<file path="src/rtl/pong_score_keeper.sv">
// Match controller for pong: BCD scores, IDLE/PLAY/PAUSE/OVER sequencing, and ball run-enable.
// Optional feature macro WIN_BY_TWO_EN: a win also needs a 2-point lead (99 always wins).
module pong_score_keeper #(
    parameter int WIN_SCORE    = 11,
    parameter int PAUSE_CYCLES = 25000000,
    parameter int START        = 103,
    parameter int RESTART      = 98
) (
    input  logic       i_CLK,
    input  logic       i_RST_N,
    input  logic [7:0] i_key_byte,
    input  logic       i_p1_scored,
    input  logic       i_p2_scored,
    output logic       o_ball_enable,
    output logic [3:0] o_p1_tens,
    output logic [3:0] o_p1_ones,
    output logic [3:0] o_p2_tens,
    output logic [3:0] o_p2_ones,
    output logic       o_game_over,
    output logic [1:0] o_winner,
    output logic [1:0] o_state
);

    localparam int CNT_W = (PAUSE_CYCLES > 1) ? $clog2(PAUSE_CYCLES) : 1;
    localparam logic [CNT_W-1:0] PAUSE_LOAD = CNT_W'(PAUSE_CYCLES - 1);
    localparam logic [CNT_W-1:0] CNT_ONE    = CNT_W'(1);
    localparam logic [6:0]       WIN_BIN    = 7'(WIN_SCORE);
    localparam logic [7:0]       KEY_START  = 8'(START);
    localparam logic [7:0]       KEY_RESTART = 8'(RESTART);

    typedef enum logic [1:0] {
        S_IDLE  = 2'b00,
        S_PLAY  = 2'b01,
        S_PAUSE = 2'b10,
        S_OVER  = 2'b11
    } state_t;

    state_t           state_q, state_d;
    logic [7:0]       p1_q, p1_d, p2_q, p2_d;
    logic [7:0]       p1_inc, p2_inc;
    logic [CNT_W-1:0] cnt_q, cnt_d;
    logic [1:0]       winner_q, winner_d;
    logic             ball_en_q, game_over_q;
    logic             p1_hist_p0, p2_hist_p0;
    logic             p1_evt, p2_evt;
    logic             p1_wins, p2_wins;
    logic             key_start, key_restart;

    // Scores are packed BCD {tens, ones}; increment carries 9->10 and sticks at 99.
    function automatic logic [7:0] bcd_inc_sat(input logic [7:0] v);
        if (v == 8'h99)
            return v;
        if (v[3:0] == 4'd9)
            return {v[7:4] + 4'd1, 4'd0};
        return {v[7:4], v[3:0] + 4'd1};
    endfunction

    function automatic logic [6:0] bcd_to_bin(input logic [7:0] v);
        return 7'(v[7:4]) * 7'd10 + 7'(v[3:0]);
    endfunction

`ifdef WIN_BY_TWO_EN
    function automatic logic is_win(input logic [7:0] mine, input logic [7:0] theirs);
        logic [6:0] m;
        logic [6:0] t;
        m = bcd_to_bin(mine);
        t = bcd_to_bin(theirs);
        return (m == 7'd99) || ((m >= WIN_BIN) && ({1'b0, m} >= ({1'b0, t} + 8'd2)));
    endfunction
`endif

    assign key_start   = (i_key_byte == KEY_START);
    assign key_restart = (i_key_byte == KEY_RESTART);
    assign p1_evt      = i_p1_scored & ~p1_hist_p0;
    assign p2_evt      = i_p2_scored & ~p2_hist_p0;
    assign p1_inc      = bcd_inc_sat(p1_q);
    assign p2_inc      = bcd_inc_sat(p2_q);

`ifdef WIN_BY_TWO_EN
    assign p1_wins = is_win(p1_inc, p2_q);
    assign p2_wins = is_win(p2_inc, p1_q);
`else
    assign p1_wins = (bcd_to_bin(p1_inc) >= WIN_BIN);
    assign p2_wins = (bcd_to_bin(p2_inc) >= WIN_BIN);
`endif

    always_comb begin
        state_d  = state_q;
        p1_d     = p1_q;
        p2_d     = p2_q;
        cnt_d    = cnt_q;
        winner_d = winner_q;
        if (key_restart) begin
            state_d  = S_IDLE;
            p1_d     = 8'h00;
            p2_d     = 8'h00;
            cnt_d    = '0;
            winner_d = 2'b00;
        end else begin
            case (state_q)
                S_IDLE: begin
                    if (key_start)
                        state_d = S_PLAY;
                end
                S_PLAY: begin
                    // Player 1 wins a tie on the same clock; player 2's edge is dropped.
                    if (p1_evt) begin
                        p1_d = p1_inc;
                        if (p1_wins) begin
                            state_d  = S_OVER;
                            winner_d = 2'b01;
                        end else begin
                            state_d = S_PAUSE;
                            cnt_d   = PAUSE_LOAD;
                        end
                    end else if (p2_evt) begin
                        p2_d = p2_inc;
                        if (p2_wins) begin
                            state_d  = S_OVER;
                            winner_d = 2'b10;
                        end else begin
                            state_d = S_PAUSE;
                            cnt_d   = PAUSE_LOAD;
                        end
                    end
                end
                S_PAUSE: begin
                    if (cnt_q == '0)
                        state_d = S_PLAY;
                    else
                        cnt_d = cnt_q - CNT_ONE;
                end
                S_OVER: begin
                    if (key_start) begin
                        state_d  = S_IDLE;
                        p1_d     = 8'h00;
                        p2_d     = 8'h00;
                        winner_d = 2'b00;
                    end
                end
                default: state_d = S_IDLE;
            endcase
        end
    end

    always_ff @(posedge i_CLK or negedge i_RST_N) begin
        if (!i_RST_N) begin
            state_q     <= S_IDLE;
            p1_q        <= 8'h00;
            p2_q        <= 8'h00;
            cnt_q       <= '0;
            winner_q    <= 2'b00;
            ball_en_q   <= 1'b0;
            game_over_q <= 1'b0;
            p1_hist_p0  <= 1'b0;
            p2_hist_p0  <= 1'b0;
        end else begin
            state_q     <= state_d;
            p1_q        <= p1_d;
            p2_q        <= p2_d;
            cnt_q       <= cnt_d;
            winner_q    <= winner_d;
            ball_en_q   <= (state_d == S_PLAY);
            game_over_q <= (state_d == S_OVER);
            p1_hist_p0  <= i_p1_scored;
            p2_hist_p0  <= i_p2_scored;
        end
    end

    assign o_ball_enable = ball_en_q;
    assign o_game_over   = game_over_q;
    assign o_winner      = winner_q;
    assign o_state       = state_q;
    assign o_p1_tens     = p1_q[7:4];
    assign o_p1_ones     = p1_q[3:0];
    assign o_p2_tens     = p2_q[7:4];
    assign o_p2_ones     = p2_q[3:0];

endmodule

</file>
<file path="config.mk">
export PLATFORM = sky130hd
export DESIGN_NAME = pong_score_keeper
export DESIGN_NICKNAME = d
export VERILOG_FILES = /design/src/rtl/pong_score_keeper.sv
export SDC_FILE = /design/constraint.sdc
export NUM_CORES = 1
export LEC_CHECK = 0
export ABC_AREA = 0
export BUFFER_PORTS_ARGS = -buffer_cell sky130_fd_sc_hd__buf_2
export CAP_MARGIN = 10
export CORE_MARGIN = 5
export CORE_UTILIZATION = 54
export CTS_BUF_LIST = sky130_fd_sc_hd__clkbuf_8 sky130_fd_sc_hd__clkbuf_16
export CTS_CLUSTER_SIZE = 28
export DETAILED_ROUTE_END_ITERATION = 10
export GPL_TIMING_DRIVEN = 0
export PLACE_DENSITY_LB_ADDON = 0.2
export SYNTH_ARGS = -nofsm -noshare
export SYNTH_HDL_FRONTEND = slang
export SYNTH_SLANG_ARGS = --single-unit
</file>
<file path="constraint.sdc">
create_clock -name i_CLK -period 3.9 [get_ports i_CLK]
set_input_delay 0 -clock i_CLK [delete_from_list [all_inputs] [get_ports i_CLK]]
set_output_delay 0 -clock i_CLK [all_outputs]
set_load 0.1 [all_outputs]
</file>
==> impl_metrics.csv <==
group,metric,value,unit
outcome,outcome,"complete, but fails checks",
outcome,violations,"setup timing",
sta,fin_skew,0.0103,ns
layout,fin_nets,503,
route,first_pass_iters,4,
floorplan,io_pins,34,
sta,period_share,104,%
sta,tightest_slew,0.762,ns
cts,cts_root_buf,"clkbuf_8",
route,drc,0,
floorplan,core.rowCount,29,
worst_setup_path,crit_type,"register to register",
job,cap_violations,0,
placed_design,port_buffers,33,
floorplan,start_util,55.5,%
cts,clock_sinks,49,
yosys,synthArstFlopShare,100,%
worst_setup_path,endpoint_kind,"register",
placed_design,place_hpwl,5780,um
floorplan,die_area,8240,um2
route,detail-route-antenna-nets,0,
yosys,syn_area_per_cell,8.81,um2
cts,htree_levels,2,
yosys,synth-main-ff-cell,"dfrtp_1",
cts,cts_tree,"built",
min_path,hold_end,"o_state[0]",
yosys,yosysWarnings,0,
cts,clock_latency,0.31,ns
sta,relSlewSlack,48.8,%
global_route,grt_use_total,20.9,%
layout,antennaDiodeCount,0,
min_path,min_delay_path_depth,3,
sta,setup_viol,26,
floorplan,die_y,90.8,um
pwr,switching_share,48.5,%
cts,clockBufferDepth,2,
route,num_vias,3092,
worst_setup_path,worstPathRequired,4.12,ns
yosys,yosysUniqueCellTypes,59,
yosys,ys_ff_latch,49,
sta,fmax,0.248,GHz
worst_setup_path,r2r_cells,18,
pwr,p_leak,1.94,nW
route,drt-vias-per-instance,5.68,
layout,drive_gt1_share,30.0,%
sta,period_needed,4.04,ns
layout,final_util,68.9,%
yosys,ys_seq_area_share,34.8,%
layout,ff_latch_area,1260,um2
placed_design,gp_congestion,0.813,
global_route,grt_max_degree,50,
pwr,p_sw,0.00127,W
pwr,powerDensity,597,nW/um2
worst_setup_path,rrSetupSlack,-0.14,ns
pwr,clockPowerShare,16.8,%
yosys,synthCells,400,
global_route,globalRoute.totalOverflow,0,
yosys,syn_area,3520,um2
worst_setup_path,r2r_end,"cnt_q[21]",
min_path,min_from,"i_key_byte[0]",
yosys,syn_nets,437,
sta,grt_setup_unrepaired,"true",
yosys,synth_edf_count,0,
route,postRouteWirelength,8400,um
pwr,peakVddDrop,539,uV
floorplan,core,6350,um2
cts,clkTransAtPathRegs,0.10,ns
worst_setup_path,cp_max_fo,6,
layout,n_fill_cell,506,
pwr,intPower,0.00135,W
sta,hold_violations,0,
pwr,seq_power_share,29.2,%
worst_setup_path,start_kind,"register",
worst_setup_path,r2r_start,"p2_q[1]",
min_path,min_path_type,"input pin to register",
global_route,grt_pass1_vias,3152,
layout,area_delta_synth_final,24.2,%
pwr,comb_power_share,54.1,%
route,wl_per_cell,15.4,um
route,drt_iter0_drc,149,
global_route,antenna_found_initial,0,
sta,setup_slack,-0.139,ns
floorplan,fp.dieW,90.8,um
worst_setup_path,cp.arrival,4.26,ns
sta,slew_violations,0,
global_route,grt_pass1_wl,14600,um
layout,multiInputGateArea,2310,um2
cts,cts_buffers,5,
placed_design,post-place-ws,-0.552,ns
[power groups by stage]
stage / registers (W) / logic (W) / clock network [W]
floorplan: 0.00114 / 0.000633 / 0
global placement: 0.000774 / 0.00123 / 0
detailed placement: 0.000780 / 0.00125 / 0
CTS: 0.000760 / 0.00135 / 0.000445
global route: 0.000782 / 0.00153 / 0.000473
finish: 0.000763 / 0.00141 / 0.000438
[metal layers]
metal  vias up  part of all wire, %  global-route usage, %
met4         0                  1.4                   6.48
met2        48                   52                   37.7
met5         -                    0                      0
li1       1550                    -                      -
met3        10                  2.7                   2.92
met1      1484                   44                   25.5
[cell usage in the layout, fill, tap and decap left out, types with 17 or more instances in the layout]
cell type / netlist / layout
nor2_1: 37 / 34
buf_2: 1 / 34
dfrtp_1: 49 / 34
nand2_1: 31 / 29
inv_1: 30 / 28
o21ai_0: 23 / 23
nor3_1: 23 / 23
buf_4: 0 / 23
a21oi_1: 25 / 20
xnor2_1: 18 / 17
ha_1: 21 / 17
[synthesized netlist by cell type, drive strengths merged (5+ instances only)]
library cell | n | area share (%)
ha | 21 | 7.5
or2 | 5 | 0.96
a221oi | 10 | 2.8
or3 | 8 | 1.7
inv | 30 | 3.2
o2bb2ai | 8 | 2.0
o21ai | 23 | 3.3
nand3 | 10 | 1.4
nand2 | 31 | 3.3
nor2 | 39 | 4.4
or4 | 5 | 1.3
and2 | 6 | 1.1
a21oi | 26 | 3.8
o31ai | 6 | 1.3
dfrtp | 49 | 35
xnor2 | 18 | 4.5
clkbuf | 10 | 1.1
nand3b | 7 | 1.5
nand2b | 6 | 1.3
xor2 | 6 | 1.5
nor3 | 24 | 3.7
[cell families after synthesis]
kind of cell | count (synthesis) | synth area share [%]
AND/OR/NAND/NOR | 157 | 24.1
adder cells (fa/ha/maj) | 25 | 9.73
AO/OA/AOI/OAI | 98 | 19.2
multiplexers | 3 | 0.888
XOR/XNOR | 24 | 5.97
flip-flops | 49 | 34.8
buffers and inverters | 44 | 5.36
[critical path, cell delays in order (launching register included)]
cell and delay [ns]:
dfrtp_4 0.50, inv_4 0.07, ha_4 0.11, and3b_2 0.25, and2_4 0.25, xor2_4 0.18
ha_2 0.22, ha_4 0.13, inv_2 0.03, fa_2 0.34, xnor2_2 0.15, and3_4 0.16
or4_4 0.52, a21oi_4 0.16, o211ai_2 0.11, a21boi_4 0.24, nor3_4 0.09, buf_6 0.18
a221oi_2 0.25
[flip-flops by register name (all words and copies together) (netlist names)]
signal         count
o_ball_enable      1
cnt_q             25
p2_q               8
o_game_over        1
o_state            2
o_winner           2
p2_hist_p0         1
p1_q               8
p1_hist_p0         1
[layout make-up]
class / instances / area share [%]
sequential: 49 / 28.7
buffer: 11 / 1.32
clock buffer: 5 / 1.57
multi-input combinational: 307 / 52.7
inverter: 30 / 2.63
timing repair buffer: 62 / 9.38
tap: 77 / 2.20
clock inverter: 3 / 1.49
[per-stage QoR]
stage	instance area [um2]	setup TNS, ns	hold WS (ns)	instances	power, W
global route	4380	-4.49	0.0440	544	0.00279
detailed placement	3880	-10.38	0.121	510	0.00203
finish	4380	-1.85	0.0403	544	0.00261
global placement	3880	-8.05	0.118	510	0.00201
floorplan	3610	-6.39	-0.296	400	0.00178
CTS	4210	-1.81	0.0376	533	0.00256
[worst max path at each step]
stage,end,start
after floorplan,cnt_q[11],p2_q[1]
after global placement,cnt_q[2],p2_q[0]
after detailed placement,cnt_q[3],p1_q[1]
after CTS,cnt_q[21],p2_q[1]
after global routing,cnt_q[19],p2_q[1]
final,cnt_q[21],p2_q[1]
[timing repair]
item,CTS,global route
endpoints found under the hold margin,51,0
gates resized for setup,17,15
pin swaps,11,14
buffers inserted,13,11
cloned,1,0
hold buffers,3,0
setup endpoints to repair,29,29
No activity file was read; power rests on OpenSTA's default activity.
